--- config.mk ---
export PLATFORM = sky130hd
export DESIGN_NAME = wb_arbiter_flat
export DESIGN_NICKNAME = d
export VERILOG_FILES = /design/src/rtl/wb_arbiter_if.sv /design/src/rtl/wb_arbiter.sv /design/src/flat_wrapper.sv
export SDC_FILE = /design/constraint.sdc
export NUM_CORES = 1
export LEC_CHECK = 0
export BUFFER_PORTS_ARGS = -buffer_cell sky130_fd_sc_hd__buf_4
export CAP_MARGIN = 20
export CORE_UTILIZATION = 45
export CTS_BUF_LIST = sky130_fd_sc_hd__clkbuf_4 sky130_fd_sc_hd__clkbuf_8
export CTS_CLUSTER_DIAMETER = 80
export DETAILED_ROUTE_END_ITERATION = 16
export PLACE_DENSITY_LB_ADDON = 0.15
export SYNTH_ARGS = -nofsm -noshare
export SYNTH_HDL_FRONTEND = slang
export SYNTH_SLANG_ARGS = --single-unit
export TNS_END_PERCENT = 30
--- constraint.sdc ---
create_clock -name clk -period 3 [get_ports clk]
set_clock_uncertainty 0.1 [all_clocks]
set_input_delay 0.45 -clock clk [delete_from_list [all_inputs] [get_ports clk]]
set_output_delay 0.45 -clock clk [all_outputs]
set_load 0.01 [all_outputs]
--- src/rtl/wb_arbiter_if.sv ---
// Writeback bus bundle: ALU result, load-return handshake and register-file write port.
// The upstream side uses master; the arbiter uses slave.
interface wb_arbiter_if #(
    parameter int DATA_W     = 16,
    parameter int ADDR_W     = 4,
    parameter int FIFO_DEPTH = 4
);
    localparam int CNT_W = $clog2(FIFO_DEPTH) + 1;

    logic              alu_valid;
    logic [ADDR_W-1:0] alu_addr;
    logic [DATA_W-1:0] alu_data;
    logic              alu_stall;

    logic              mem_valid;
    logic              mem_ready;
    logic [ADDR_W-1:0] mem_addr;
    logic [DATA_W-1:0] mem_data;

    logic              rf_write_enable;
    logic [ADDR_W-1:0] rf_write_addr;
    logic [DATA_W-1:0] rf_write_data;
    logic [CNT_W-1:0]  fifo_count;

    modport master (
        output alu_valid, alu_addr, alu_data,
        output mem_valid, mem_addr, mem_data,
        input  alu_stall, mem_ready,
        input  rf_write_enable, rf_write_addr, rf_write_data,
        input  fifo_count
    );

    modport slave (
        input  alu_valid, alu_addr, alu_data,
        input  mem_valid, mem_addr, mem_data,
        output alu_stall, mem_ready,
        output rf_write_enable, rf_write_addr, rf_write_data,
        output fifo_count
    );
endinterface

--- src/rtl/wb_arbiter.sv ---
// Writeback arbiter: ALU results take the register-file port first, buffered
// load returns drain behind them with r0 suppression, squash and anti-starvation.
module wb_arbiter #(
    parameter int DATA_W       = 16,
    parameter int ADDR_W       = 4,
    parameter int FIFO_DEPTH   = 4,
    parameter int STARVE_LIMIT = 8
) (
    input logic         clk,
    input logic         rst,
    wb_arbiter_if.slave bus
);
    localparam int PTR_W = $clog2(FIFO_DEPTH);
    localparam int CNT_W = $clog2(FIFO_DEPTH) + 1;
    localparam int ST_W  = $clog2(STARVE_LIMIT + 1);

    logic [ADDR_W-1:0]     addr_q [FIFO_DEPTH];
    logic [ADDR_W-1:0]     addr_d [FIFO_DEPTH];
    logic [DATA_W-1:0]     data_q [FIFO_DEPTH];
    logic [DATA_W-1:0]     data_d [FIFO_DEPTH];
    logic [FIFO_DEPTH-1:0] squash_q, squash_d;

    logic [PTR_W-1:0] wr_ptr_q, wr_ptr_d;
    logic [PTR_W-1:0] rd_ptr_q, rd_ptr_d;
    logic [CNT_W-1:0] count_q, count_d;
    logic [ST_W-1:0]  starve_q, starve_d;
    logic             stall_q, stall_d;

    logic              rf_we_q, rf_we_d;
    logic [ADDR_W-1:0] rf_addr_q, rf_addr_d;
    logic [DATA_W-1:0] rf_data_q, rf_data_d;

    logic mem_ready;
    logic enq;
    logic deq;
    logic nonempty;
    logic alu_hit;

    assign mem_ready = count_q < CNT_W'(FIFO_DEPTH);
    assign nonempty  = count_q != '0;
    assign enq       = bus.mem_valid && mem_ready;
    assign deq       = !bus.alu_valid && nonempty;
    assign alu_hit   = bus.alu_valid && (bus.alu_addr != '0);

    always_comb begin
        addr_d    = addr_q;
        data_d    = data_q;
        squash_d  = squash_q;
        wr_ptr_d  = wr_ptr_q;
        rd_ptr_d  = rd_ptr_q;
        count_d   = count_q;
        starve_d  = starve_q;
        stall_d   = 1'b0;
        rf_we_d   = 1'b0;
        rf_addr_d = rf_addr_q;
        rf_data_d = rf_data_q;

        if (bus.alu_valid) begin
            rf_we_d   = bus.alu_addr != '0;
            rf_addr_d = bus.alu_addr;
            rf_data_d = bus.alu_data;
        end else if (nonempty) begin
            rf_we_d   = !squash_q[rd_ptr_q] && (addr_q[rd_ptr_q] != '0);
            rf_addr_d = addr_q[rd_ptr_q];
            rf_data_d = data_q[rd_ptr_q];
            rd_ptr_d  = rd_ptr_q + PTR_W'(1);
        end

        // Stale slots may get marked too; enqueue rewrites the bit anyway.
        for (int i = 0; i < FIFO_DEPTH; i++) begin
            if (alu_hit && (addr_q[i] == bus.alu_addr)) begin
                squash_d[i] = 1'b1;
            end
        end

        if (enq) begin
            addr_d[wr_ptr_q]   = bus.mem_addr;
            data_d[wr_ptr_q]   = bus.mem_data;
            squash_d[wr_ptr_q] = alu_hit && (bus.mem_addr == bus.alu_addr);
            wr_ptr_d           = wr_ptr_q + PTR_W'(1);
        end

        if (enq && !deq) begin
            count_d = count_q + CNT_W'(1);
        end else if (!enq && deq) begin
            count_d = count_q - CNT_W'(1);
        end

        // Non-empty without a dequeue means the ALU held the port.
        if (deq || !nonempty) begin
            starve_d = '0;
        end else begin
            starve_d = starve_q + ST_W'(1);
            if (starve_d == ST_W'(STARVE_LIMIT)) begin
                stall_d  = 1'b1;
                starve_d = '0;
            end
        end
    end

    always_ff @(posedge clk) begin
        if (rst) begin
            for (int i = 0; i < FIFO_DEPTH; i++) begin
                addr_q[i] <= '0;
                data_q[i] <= '0;
            end
            squash_q  <= '0;
            wr_ptr_q  <= '0;
            rd_ptr_q  <= '0;
            count_q   <= '0;
            starve_q  <= '0;
            stall_q   <= 1'b0;
            rf_we_q   <= 1'b0;
            rf_addr_q <= '0;
            rf_data_q <= '0;
        end else begin
            addr_q    <= addr_d;
            data_q    <= data_d;
            squash_q  <= squash_d;
            wr_ptr_q  <= wr_ptr_d;
            rd_ptr_q  <= rd_ptr_d;
            count_q   <= count_d;
            starve_q  <= starve_d;
            stall_q   <= stall_d;
            rf_we_q   <= rf_we_d;
            rf_addr_q <= rf_addr_d;
            rf_data_q <= rf_data_d;
        end
    end

    assign bus.alu_stall       = stall_q;
    assign bus.mem_ready       = mem_ready;
    assign bus.rf_write_enable = rf_we_q;
    assign bus.rf_write_addr   = rf_addr_q;
    assign bus.rf_write_data   = rf_data_q;
    assign bus.fifo_count      = count_q;
endmodule
--- src/flat_wrapper.sv ---
// flat-port wrapper written by rule: the top's interface ports become plain ports
module wb_arbiter_flat 
#(
    parameter int DATA_W       = 16,
    parameter int ADDR_W       = 4,
    parameter int FIFO_DEPTH   = 4,
    parameter int STARVE_LIMIT = 8
)
  (clk, rst, bus_alu_valid, bus_alu_addr, bus_alu_data, bus_mem_valid, bus_mem_addr, bus_mem_data, bus_alu_stall, bus_mem_ready, bus_rf_write_enable, bus_rf_write_addr, bus_rf_write_data, bus_fifo_count);
  wb_arbiter_if #(.DATA_W(DATA_W), .ADDR_W(ADDR_W), .FIFO_DEPTH(FIFO_DEPTH)) bus_i ();
  input logic clk;
  input logic rst;
  input wire logic [$bits(bus_i.alu_valid)-1:0] bus_alu_valid;
  input wire logic [$bits(bus_i.alu_addr)-1:0] bus_alu_addr;
  input wire logic [$bits(bus_i.alu_data)-1:0] bus_alu_data;
  input wire logic [$bits(bus_i.mem_valid)-1:0] bus_mem_valid;
  input wire logic [$bits(bus_i.mem_addr)-1:0] bus_mem_addr;
  input wire logic [$bits(bus_i.mem_data)-1:0] bus_mem_data;
  output wire logic [$bits(bus_i.alu_stall)-1:0] bus_alu_stall;
  output wire logic [$bits(bus_i.mem_ready)-1:0] bus_mem_ready;
  output wire logic [$bits(bus_i.rf_write_enable)-1:0] bus_rf_write_enable;
  output wire logic [$bits(bus_i.rf_write_addr)-1:0] bus_rf_write_addr;
  output wire logic [$bits(bus_i.rf_write_data)-1:0] bus_rf_write_data;
  output wire logic [$bits(bus_i.fifo_count)-1:0] bus_fifo_count;
  assign bus_i.alu_valid = bus_alu_valid;
  assign bus_i.alu_addr = bus_alu_addr;
  assign bus_i.alu_data = bus_alu_data;
  assign bus_i.mem_valid = bus_mem_valid;
  assign bus_i.mem_addr = bus_mem_addr;
  assign bus_i.mem_data = bus_mem_data;
  assign bus_alu_stall = bus_i.alu_stall;
  assign bus_mem_ready = bus_i.mem_ready;
  assign bus_rf_write_enable = bus_i.rf_write_enable;
  assign bus_rf_write_addr = bus_i.rf_write_addr;
  assign bus_rf_write_data = bus_i.rf_write_data;
  assign bus_fifo_count = bus_i.fifo_count;
  wb_arbiter #(.DATA_W(DATA_W), .ADDR_W(ADDR_W), .FIFO_DEPTH(FIFO_DEPTH), .STARVE_LIMIT(STARVE_LIMIT)) u_core (.clk(clk), .rst(rst), .bus(bus_i));
endmodule
* Yosys cells after proc, flatten, opt, wreduce, memory -nomap -nowiden
Index checks and enable logic that the tools add are counted.
** Cells by class
- Add/sub/neg operators :: 5
- Order comparisons :: 7
- Equal/unequal tests :: 6
- Mux-type cells :: 31
- Bitwise logic cells :: 3
- Reductions and logical operators :: 27
** Operators with widths (count)
- $mux 16 :: 5
- $bwmux 64 :: 1
- $bmux 16 s2 :: 1
- $demux 16 s2 :: 1
- $mux 4 :: 6
- $eq 4x4->1 :: 5
- $bwmux 16 :: 1
- $logic_and 1x1->1 :: 13
- $mux 1 :: 9
- $bmux 4 s2 :: 1
- $demux 4 s2 :: 1
- $reduce_bool 4->1 :: 2
- $ge 3x3->1 const B :: 2
- $lt 2x3->1 const B :: 2
- $mux 3 :: 2
- $not 2->3 :: 2
- $logic_not 1->1 :: 5
- $add 2x1->2 const B :: 2
- $add 4x1->4 const B :: 1
- $bwmux 4 :: 1
- $eq 4x4->1 const B :: 1
- $reduce_bool 2->1 :: 2
- $add 3x1->3 const B :: 1
- $lt 3x1->1 const B :: 1
- other kinds (11) :: 11
** Storage, ports and cells
- Register bits :: 117
- Input port bits :: 44
- Word-level logic and storage cells :: 96

* Logic depth before layout (Yosys ltp)
- Depth in word-level cells :: 8
- Depth in mapped cells :: 8
- Mapped depth without buffers :: 8

* Worst setup path after synthesis
Ideal clock, no wire load.
- Path type :: register to register
- From :: register u_core.count_q[2] (netlist: u_core.bus.fifo_count[2])
- To :: register u_core.count_q[2] (netlist: u_core.bus.fifo_count[2])
- Library setup time :: 0.070 ns
- Data arrival time :: 2.057 ns
- Required time :: 2.830 ns
- Setup slack :: 0.772 ns
- Stages on the path, launching flop included :: 9
- Path buffers :: 0
- Cell sequence :: dfxtp_1 or3_1 nand2b_1 ha_1 inv_1 fa_1 xor2_1 or3_1 a21oi_1
** Between the ends
- Cells in the longest elaborated chain, start to end :: 5
** RTL lines
- start: declaration :: RTL line wb_arbiter.sv:25 : logic [CNT_W-1:0] count_q, count_d;
- start signal: assignment :: RTL line wb_arbiter.sv:122 : count_q <= count_d;
- $lt 3x3->1 or $reduce_bool 3->1 (tied branches) :: RTL line wb_arbiter.sv:39, wb_arbiter.sv:40
- $logic_and 1x1->1 (on tied branches) :: RTL line wb_arbiter.sv:41, wb_arbiter.sv:42
- $logic_not 1->1 (on tied branches) :: RTL line wb_arbiter.sv:85, wb_arbiter.sv:83
- $logic_and 1x1->1 (on tied branches) :: RTL line wb_arbiter.sv:85, wb_arbiter.sv:83
- $reduce_bool 2->1 (no line) or $mux 3 (tied branches)
Several ways; a longest one is shown, not always the timed one. The select of a mux whose other input is x is not followed.
A chain may end at the register's enable or synchronous reset.

* Final worst setup path
Same ends and word-level chain as after synthesis.

==> results.md <==
* Final Max Tran Viols at 0
* Vias/cell at 5.27
* Fill cells at 1047
* H-tree Lvls at 4
* Final std cells w/o fill at 807
* Crit Reg-Reg Startpoint: u_core.bus.fifo_count[2]
* Clock power share at 31.0%
* Rel. slew slack at 41.1%
* Full die area at 0.0118 mm^2
* Worst hold stages at 3
* Crit end category: register
* Height of the die at 108 um
* Seq/Total Area, Yosys at 45.9%
* CTS tree: built
* Post-cts hold buffer count at 0
* Hold endpoint: u_core.data_q[57]
* Total track usage at 23.1%
* Syn Nets at 651
* TritonRoute pass-1 iters at 4
* Reg2Reg Setup Slack at 0.66 ns
* Syn avg cell area at 8.51 um^2
* CTS Buf Count at 17
* Seq cells post-synth at 117
* Net Switching at 0.00138 W
* GP Congestion at 0.815
* Via count at 4256
* PortBufs at 69
* RSZ-0062 raised after global routing: no
* Reg area at 0.00234 mm^2
* Status: complete, no violations
* Comb pwr share at 27.0%
* DRC viols at 0
* Skew-Pair Late Insertion Delay at 0.42 ns
* Antenna-violating nets left at 0
* MaxCap Viol Count at 0
* Post-CTS resize count at 0
* Number of I/O pins at 70
* Final TNS setup at 0 ns
* Crit path launch type: register
* Synth Area in XOR/XNOR at 4.63%
* Dpl cells at 777
* Synth Warn # at 0
* Maximum number of pins on one net before global-route repair at 94
* Leakage at 2.37 nW
* Post-Synthesis Cells at 600
* Hold Startpoint: bus_mem_data[9]
* Clk pin slew, worst setup/hold paths at 0.07 ns
* Worst hold path type: in -> reg
* Flop pwr share at 42.0%
* First-pass GRT wire length at 20.4 mm
* Multi-input logic area at 0.00248 mm^2
* Simple-Gate Fraction of Synth Area at 17.2%
* Routed len/inst at 15.9 um
* Post-Place Setup Slack at 0.687 ns
* Site Rows at 38
* Crit path max fanout at 7
* PnR worst setup slack at 0.664 ns
* Initial DRC count at 293
* Largest family of logic cells by synthesized area: simple AND/OR/NAND/NOR gates
* Clock tree buffer depth at 2
* Power per Cell Area at 715 mW/mm^2
* Synth cell types at 32
* Sw Ratio at 31.6%
* Slew @ Worst Pin at 0.882 ns
* Total setup buffers inserted after CTS at 0
* CP arrival at 2.58 ns
* CTS sink cnt at 117
* CP Class: reg -> reg
* Chip Width at 108 um
* Final setup violation count at 0
* Initial Util at 46.7%
* Share of cells above drive strength 1 at 20.5%
* R2R cell count at 8
* Crit Reg-Reg Endpoint: u_core.bus.fifo_count[2]
* Clock root buffer: clkbuf_8
* Internal power at 0.00299 W
* Fin. Hold Viols at 0
* N_diodes at 0
* Final worst path period need at 2.34 ns
* Area grow syn2layout at 19.9%
* Mux contribution to synthesized area at 9.46%
* Max Clk Rate at 428 MHz
* Nets at 707
* Peak supply drop at 0.000294 V
* Initial antenna violation count at 0
* Routed WL at 12.8 mm
* Final period utilization at 77.9%
* Mapped cell area at 0.00510 mm^2
* Compound-Gate Fraction of Synth Area at 15.3%
* Post-DP HPWL at 8.49 mm
* Adder-Cell Fraction of Synth Area at 1.86%
* Placeable Area at 0.0109 mm^2
* Critical Path RT at 3.25 ns
* Overflow after GRT at 0
* Vias in the first global route at 4014
==> layout by cell type, fill, tap and decap left out, types with 2 or more instances in the layout <==
cell type  instances
clkbuf_8          25
nand2b_1           2
nand2_1          185
a211oi_1           8
buf_4             84
a221oi_1          20
or3_1              2
and2_0             4
inv_1             25
ha_1               6
xor2_1            24
a21oi_1          103
xnor2_1            3
dfxtp_1          117
nor2_1            13
clkbuf_4           3
mux4_2            21
nor4_1             5
==> stage by stage <==
stage                     utilization (%)  power [W]  hold slack (ns)  instance area [um^2]
after detailed placement             52.5    0.00306            0.347                  5740
after CTS                            56.0    0.00441            0.174                  6120
after global routing                 56.0    0.00461            0.175                  6120
after global placement               52.5    0.00303            0.339                  5740
after floorplan                         -    0.00265            0.333                  5100
final                                56.0    0.00437            0.186                  6120
==> layout make-up <==
type | count | share of cell area, %
Inverter | 25 | 1.53
Clock inverter | 2 | 0.204
Timing Repair Buffer | 85 | 10.6
Sequential cell | 117 | 38.3
Clock buffer | 28 | 5.99
Multi-Input combinational cell | 410 | 40.5
Tap cell | 140 | 2.86
==> logic make-up after synthesis <==
family	count (synthesis)
DFF	117
xor gates and xnor gates	27
AOI/OAI and AO/OA	135
and+or+nand+nor	219
adders and majority gates	7
muxes	22
buffers and inverters	73
==> synthesized netlist by cell type <==
library cell    n  area, um^2
nand3b_1        1        7.51
nand3_1         1        5.00
clkbuf_1       41         154
nor3b_1         1        7.51
buf_1           1        3.75
o211ai_1        1        7.51
a21boi_0        1        7.51
o41a_1          1        11.3
nor3_1          2        10.0
a21oi_1       103         515
ha_1            6        75.1
nor4_1          5        31.3
or3_1           2        12.5
mux2i_1         1        10.0
a211oi_1        8        60.1
nand2_1       185         694
inv_1          25        93.8
nand2b_1        2        12.5
and3b_1         1        8.76
buf_2           5        25.0
dfxtp_1       117        2340
and2_0          4        25.0
nor2b_1         1        6.26
buf_6           1        11.3
nor2_1         13        48.8
a221oi_1       20         175
mux4_2         21         473
fa_1            1        20.0
xor2_1         24         210
xnor2_1         3        26.3
or4_1           1        7.51
o21ai_0         1        5.00
==> worst max-delay path, cell delays in order (launching register included) <==
cell      delay (ns)
dfxtp_1         0.37
or3_1           0.41
nand2b_1        0.13
ha_1            0.20
inv_1           0.06
fa_1            0.38
xor2_1          0.17
or3_1           0.32
a21oi_1         0.14
==> metal layers <==
layer  share of wire (%)  wire length (um)  GRT usage (%)  vias to the layer above
met5                   0                 0              0                        -
met3                 6.5               829           5.00                       11
met2                  47              6000           36.0                      122
met4                 1.2               158           8.40                        0
li1                    -                 -              -                     2132
met1                  45              5810           31.4                     1991
==> sequential cells by signal, indices dropped and copies added, names as in the netlist <==
register / cells
u_core.bus.rf_write_enable: 1
u_core.starve_q: 4
u_core.bus.rf_write_addr: 4
u_core.data_q: 64
u_core.rd_ptr_q: 2
u_core.bus.fifo_count: 3
u_core.wr_ptr_q: 2
u_core.addr_q: 16
u_core.bus.alu_stall: 1
u_core.bus.rf_write_data: 16
u_core.squash_q: 4
==> worst max-delay path by stage <==
stage,from,to,slack (ns),cells after the start
after floorplan,u_core.bus.fifo_count[2],u_core.bus.fifo_count[2],0.77,8
after global placement,u_core.bus.fifo_count[2],u_core.bus.fifo_count[2],0.77,8
after global routing,u_core.bus.fifo_count[2],u_core.bus.fifo_count[2],0.52,8
after CTS,u_core.bus.fifo_count[2],u_core.bus.fifo_count[2],0.67,8
final,u_core.bus.fifo_count[2],u_core.bus.fifo_count[2],0.66,8
after detailed placement,u_core.bus.fifo_count[2],u_core.bus.fifo_count[2],0.69,8
==> power groups by stage <==
stage | registers [W] | clock network, W | logic [W]
after floorplan | 0.00186 | 0 | 0.000787
after global placement | 0.00186 | 0 | 0.00117
after detailed placement | 0.00187 | 0 | 0.00119
after CTS | 0.00184 | 0.00138 | 0.00120
after global routing | 0.00186 | 0.00145 | 0.00130
final | 0.00184 | 0.00136 | 0.00118
(Power assumes the default switching activity.)
